File: src/rtl/freq_meter_core.sv
// ADC stream -> hysteresis edge detector -> gated BCD pulse counter -> latched reading.
// Latency: o_Pulse 1 cycle after the qualifying tick, result 1 cycle after end-of-gate; no backpressure.
module freq_meter_core #(
  parameter int ADC_W       = 12,
  parameter int DIGITS      = 4,
  parameter int SAMPLE_DIV  = 100,
  parameter int GATE_CYCLES = 10000000
) (
  input  logic                  i_CLK,
  input  logic                  i_RST,
  input  logic                  i_En,
  input  logic [ADC_W-1:0]      i_Lv,
  input  logic [ADC_W-1:0]      i_ThHi,
  input  logic [ADC_W-1:0]      i_ThLo,
  input  logic                  i_Range,
  output logic                  o_Pulse,
  output logic [4*DIGITS-1:0]   o_Digits,
  output logic                  o_Ovf,
  output logic                  o_DP,
  output logic                  o_Valid
);

  localparam int PW = $clog2(SAMPLE_DIV);
  localparam int GW = $clog2(GATE_CYCLES);
  localparam int BW = 4 * DIGITS;

  localparam logic [PW-1:0] PRESC_LAST  = PW'(SAMPLE_DIV - 1);
  localparam logic [PW-1:0] PRESC_ONE   = PW'(1);
  localparam logic [GW-1:0] GATE_LAST_0 = GW'(GATE_CYCLES - 1);
  localparam logic [GW-1:0] GATE_LAST_1 = GW'(GATE_CYCLES / 10 - 1);
  localparam logic [GW-1:0] GATE_ONE    = GW'(1);

  typedef enum logic {ST_LOW, ST_HIGH} det_state_t;

  det_state_t      state, state_nxt;
  logic            pulse_nxt;
  logic [PW-1:0]   presc_cnt;
  logic            tick;
  logic [GW-1:0]   gate_cnt;
  logic [GW-1:0]   gate_last;
  logic            range_q, range_d, range_chg;
  logic            eog;
  logic [BW-1:0]   bcd_cnt, bcd_inc, bcd_nxt;
  logic            ovf, ovf_nxt;
  logic            carry;
  logic            count_en;

  assign tick      = i_En & (presc_cnt == PRESC_LAST);
  assign range_chg = range_q ^ range_d;
  assign gate_last = range_q ? GATE_LAST_1 : GATE_LAST_0;
  // A range switch in the same cycle pre-empts end-of-gate: the window restarts instead.
  assign eog       = i_En & ~range_chg & (gate_cnt == gate_last);
  assign count_en  = o_Pulse & i_En;

  always_ff @(posedge i_CLK) begin
    if (i_RST) begin
      state   <= ST_LOW;
      o_Pulse <= 1'b0;
    end else begin
      state   <= state_nxt;
      o_Pulse <= pulse_nxt;
    end
  end

  always_comb begin
    state_nxt = state;
    pulse_nxt = 1'b0;
    if (tick) begin
      case (state)
        ST_LOW: begin
          if (i_Lv >= i_ThHi) begin
            state_nxt = ST_HIGH;
            pulse_nxt = 1'b1;
          end
        end
        ST_HIGH: begin
          if (i_Lv <= i_ThLo) state_nxt = ST_LOW;
        end
      endcase
    end
  end

  // Decimal ripple increment; carry out of the top decade means all digits were 9.
  always_comb begin
    carry   = 1'b1;
    bcd_inc = bcd_cnt;
    for (int d = 0; d < DIGITS; d++) begin
      if (carry) begin
        if (bcd_cnt[4*d +: 4] == 4'd9) begin
          bcd_inc[4*d +: 4] = 4'd0;
        end else begin
          bcd_inc[4*d +: 4] = bcd_cnt[4*d +: 4] + 4'd1;
          carry             = 1'b0;
        end
      end
    end
  end

  always_comb begin
    bcd_nxt = bcd_cnt;
    ovf_nxt = ovf;
    if (count_en) begin
      if (carry) ovf_nxt = 1'b1;
      else       bcd_nxt = bcd_inc;
    end
  end

  always_ff @(posedge i_CLK) begin
    if (i_RST) begin
      presc_cnt <= '0;
      gate_cnt  <= '0;
      bcd_cnt   <= '0;
      ovf       <= 1'b0;
      range_q   <= i_Range;
      range_d   <= i_Range;
      o_Digits  <= '0;
      o_Ovf     <= 1'b0;
      o_DP      <= 1'b0;
      o_Valid   <= 1'b0;
    end else begin
      range_q <= i_Range;
      range_d <= range_q;
      o_Valid <= eog;
      if (i_En) presc_cnt <= tick ? '0 : presc_cnt + PRESC_ONE;
      if (range_chg) begin
        gate_cnt <= '0;
        bcd_cnt  <= '0;
        ovf      <= 1'b0;
      end else if (eog) begin
        gate_cnt <= '0;
        bcd_cnt  <= '0;
        ovf      <= 1'b0;
        o_Digits <= bcd_nxt;
        o_Ovf    <= ovf_nxt;
        o_DP     <= range_q;
      end else begin
        if (i_En) gate_cnt <= gate_cnt + GATE_ONE;
        bcd_cnt <= bcd_nxt;
        ovf     <= ovf_nxt;
      end
    end
  end

endmodule

File: config.mk
export PLATFORM = sky130hd
export DESIGN_NAME = freq_meter_core
export DESIGN_NICKNAME = d
export VERILOG_FILES = /design/src/rtl/freq_meter_core.sv
export SDC_FILE = /design/constraint.sdc
export NUM_CORES = 1
export LEC_CHECK = 0
export CORE_AREA = 2 2 84 86
export DETAILED_ROUTE_END_ITERATION = 12
export DIE_AREA = 0 0 86 88
export PLACE_DENSITY_LB_ADDON = 0.2
export SLEW_MARGIN = 20
export SYNTH_ARGS = -nofsm -noshare
export SYNTH_HDL_FRONTEND = slang
export SYNTH_SLANG_ARGS = --single-unit
File: constraint.sdc
create_clock -name i_CLK -period 4.5 [get_ports i_CLK]
set_input_delay 0.9 -clock i_CLK [delete_from_list [all_inputs] [get_ports i_CLK]]
set_output_delay 0.9 -clock i_CLK [all_outputs]
set_load 0.005 [all_outputs]
* Word level (Yosys, flattened, before mapping)
Index checks and enable logic that the tools add are counted.
Cells by class: reduce and logical (&&, ||, !) cells 3, order comparisons 2, add/sub/neg operators 6, equality and inequality tests 6, bitwise operators 8, muxes and demuxes 24
Operators with widths (number):
- $mux 16 | 2
- $mux 4 | 7
- $add 24x1->24 const B | 1
- $eq 24x24->1 | 1
- $mux 24 | 1
- $add 4x1->4 const B | 4
- $eq 4x4->1 const B | 4
- $ge 12x12->1 | 1
- $le 12x12->1 | 1
- $mux 1 | 12
- $add 7x1->7 const B | 1
- $eq 7x7->1 const B | 1
- $mux 7 | 1
- $reduce_or 3->1 | 2
- $and 1x1->1 | 4
- $not 1->1 | 3
- $pmux 1 s2 | 1
- $reduce_and 2->1 | 1
- $xor 1x1->1 | 1
Word-level totals: register bits 71, output and inout bits 20, input bits 40, logic and storage cells 61

* Longest topological paths before layout
depth after elaboration 7, mapped depth 8, depth with buffers taken out 7

* Worst setup path before layout
No wires, ideal clock.
kind input port to flip-flop, start point in i_Lv[0], end point reg state, buffers on the path 0, arrival 2.214 ns, setup slack 2.165 ns, stages 7, setup time 0.121 ns, required time 4.379 ns, cell sequence inv_1 -> ha_1 -> nand2b_1 -> a2111oi_0 -> a2111oi_0 -> o311a_1 -> o21bai_1
On the way: longest elaborated chain between the ends 3, elaborated cells between the ends (all ways) 5, classes of those cells order compare: 2; mux: 3
Ends and longest elaborated chain:
- start: declaration | line 12 | input logic [ADC_W-1:0] i_Lv,
- $le 12x12->1 or $ge 12x12->1 (tied branches) | line 77, 71
- $mux 1, on equally long branches | line 77, 71
- $pmux 1 s2 (*) | line 69 | case (state)
- end signal: assignment | line 60 | state <= state_nxt;
- end: declaration | line 35 | det_state_t state, state_nxt;
Every way passes the cells marked *; elsewhere a longest branch is shown, timed or not. A chain may end at the register's enable or synchronous reset.

* Final worst setup path
start point in i_En, end point reg bcd_cnt[3]
On the way: longest elaborated chain between the ends 3, elaborated cells between the ends (all ways) 5, classes of those cells mux: 1; bitwise: 3; reduce/logical: 1
Ends and longest elaborated chain:
- start: declaration | line 11 | input logic i_En,
- $and 1x1->1 (2 in a row) | line 52 | assign eog = i_En & ~range_chg & (gate_cnt == gate_last);
- $reduce_or 3->1 (no source line)
- end signal: assignment | line 138 | bcd_cnt <= bcd_nxt;
- end: declaration | line 43 | logic [BW-1:0] bcd_cnt, bcd_inc, bcd_nxt;
Parallel ways exist; a longest one is shown, timed or not.

==> metrics <==
vias post-DR=3,026; placed wire-length estimate=5.32 mm; max frequency=371 MHz; Hold Path Cell Cnt=1; DP Area=0.00423 mm2; Setup Skew=0.00953 ns; 1st-iter DRT viols=90; gr usage total=20.4%; clock root cell=clkbuf_8; setup repair bufs after CTS=0; count of clock tree sinks=71; Critical path origin=i_En; number of synthesized register bits=71; XOR/XNOR share of the synthesized area=8.79%; clock network fraction of total power=43.0%; Core ar.=0.00664 mm2; WL/cell=13.2 um; Routed WL=7.24 mm; P_leak=1.74 nW; Synth Area in Simple Gates=23.6%; Net Switching=0.000287 W; Synth top area share=39.6%; warning count from the yosys run=0; slew margin rel.=49.1%; ANT nets after route=0; CTS clk-pin slew, worst paths=0.07 ns; proportion of synthesized area in mux cells=1.99%; global-route wire length before repair=12.6 mm; Period minus WS final=2.70 ns; Antenna diodes=0; post-layout instance area=0.00446 mm2; sequential-to-total area share from yosys stat=39.6%; VDD IR max=0.000159 V; TritonRoute pass-1 iters=4; Finished Layout Cells=548; worst setup path end=bcd_cnt[3]; RSZ-0062 raised after global routing=no; syn avg cell area=8.95 um2; Cells after Synth=401; Synth area leaders=dfxtp_1, ha_1, nor2_1; area leader, netlist=dfxtp_1; met1 usage=25.0%; post-synthesis compound-gate area fraction=11.1%; Mapped Nets=467; Reg power frac=48.7%; die area=0.00757 mm2; Async S/R FF share, synth=0%; Die Y=88 um; PD cells=293 mW/mm2; Crit Reg-Reg Startpoint=gate_cnt[12]; met2 usage=35.9%; vias in the first global route=2,930; global route hottest layer=met2; run status=finished, final reports clean; Hold Crit Class=flip-flop to flip-flop; largest family of logic cells by synthesized area=simple AND/OR/NAND/NOR gates; htree depth=3; I/O pin total=60; Crit Path Class=input port to flip-flop; CTS-repair resized insts=0; Worst Tran Pin Value=0.754 ns; hold_buf cts=0; Post-Synth Adder-Cell Area=9.07%; Slew Viols, Final=0; post-synth cell types=48; largest net degree at the start of global routing=34; Post-synth EDFFs=0; utilization after layout=67.1%; chip width=86 um; initial core utilization=54.0%; layout cells sized above 1=5.77%; total CTS buffers=9; met3 usage=4.62%; FF-to-FF End=bcd_cnt[3]; Setup crit start kind=input port; Layout area overhead=24.2%; Final setup viols=0; row count=30; setup_tns=0 ns; fin nets=529; Comb pwr share=8.4%; final hold violations=0; Syn Std Cell Area=0.00359 mm2; Placed Instances=532; crit path capture type=flip-flop; Via density=5.52; DRC violations left=0; GR Overflow Total=0; max cap viols=0; Final Cycle Share=59.9%; Crit Path Max Fanout=33; internal power=0.00102 W; WP data arrival=2.91 ns; ys flop type=dfxtp_1; Reg2Reg Depth=6; synth cell count leaders=dfxtp_1, nor2_1, inv_1; Port Buffers=59; Skew-Pair Late Insertion Delay=0.34 ns; initial antenna violation count=0; GP Congestion=0.822; Data required, critical path=4.71 ns; most numerous cell in the Yosys netlist=dfxtp_1; Reg2Reg Setup Slack=2.22 ns; CTS tree=built; CTS max path bufs=2; switch share=22.0%
cells in the final DEF, fill, tap and decap left out, drive strengths merged, types with 5 or more instances in the layout:
cell type / synthesis / routed
nor3: 6 / 6
a21o: 7 / 7
nand4: 24 / 24
and3: 7 / 7
nand3: 18 / 18
ha: 26 / 26
nand2: 18 / 18
clkbuf: 4 / 11
clkdlybuf4s50: 0 / 59
o21ai: 6 / 6
inv: 29 / 29
a21oi: 12 / 12
buf: 10 / 6
dfxtp: 71 / 71
o2bb2ai: 17 / 17
xnor2: 11 / 11
mux2i: 6 / 6
nor4: 5 / 5
nor2: 60 / 60
xor2: 25 / 25
how the worst min path moves through the flow:
| stage | start | end |
|---|---|---|
| final | o_Digits[11] | o_Digits[11] |
| after global routing | o_Digits[0] | o_Digits[0] |
| after CTS | o_Digits[8] | o_Digits[8] |
| after detailed placement | o_Digits[8] | o_Digits[8] |
| after global placement | ovf | ovf |
| after floorplan | ovf | ovf |
worst max-delay path, cell delays in order:
cell and delay [ns]:
clkdlybuf4s50_1 0.45, buf_4 0.21, nand4_1 0.15, nor2_1 0.13, buf_4 0.18, o211a_2 0.24
or3b_1 0.34, buf_12 0.24, nor2_1 0.05
sequential cells by signal, indices dropped and copies added (netlist names):
name       flops
gate_cnt      24
bcd_cnt       16
o_Digits      16
presc_cnt      7
o_DP           1
o_Ovf          1
o_Pulse        1
o_Valid        1
ovf            1
range_d        1
range_q        1
state          1
stage by stage:
stage	total power [W]	worst slack (ns)	hold slack, ns
after global routing	0.00136	1.62	0.477
final	0.00131	1.80	0.463
after global placement	0.000756	1.50	0.440
after detailed placement	0.000759	1.44	0.446
after CTS	0.00131	1.80	0.468
after floorplan	0.000711	2.17	0.424
per-layer routing:
layer / up-vias / share of wire, %
li1: 1544 / -
met1: 1412 / 47
met2: 61 / 48
met3: 9 / 3.9
met4: 0 / 1.5
met5: - / 0
power groups by stage:
stage                     logic (W)  registers (W)  clock network, W
after floorplan           0.0000622       0.000649                 0
after global placement     0.000107       0.000650                 0
after detailed placement   0.000109       0.000650                 0
after CTS                  0.000111       0.000635          0.000569
after global routing       0.000124       0.000635          0.000596
final                      0.000109       0.000635          0.000561
cell families after synthesis:
logic type      after synthesis
compound gates               55
xor+xnor                     36
fa+ha+maj                    26
buf+inv                      43
flops                        71
mux                           7
simple gates                163
layout make-up:
type | count | area [um2]
Tap cell | 80 | 100
Clock buffer | 11 | 141
Clock inverter | 5 | 81.3
Sequential cell | 71 | 1420
Fill cell | 549 | 2190
Timing Repair Buffer | 65 | 648
Multi-Input combinational cell | 287 | 1960
Inverter | 29 | 109
No activity file was read; power rests on OpenSTA's default activity.
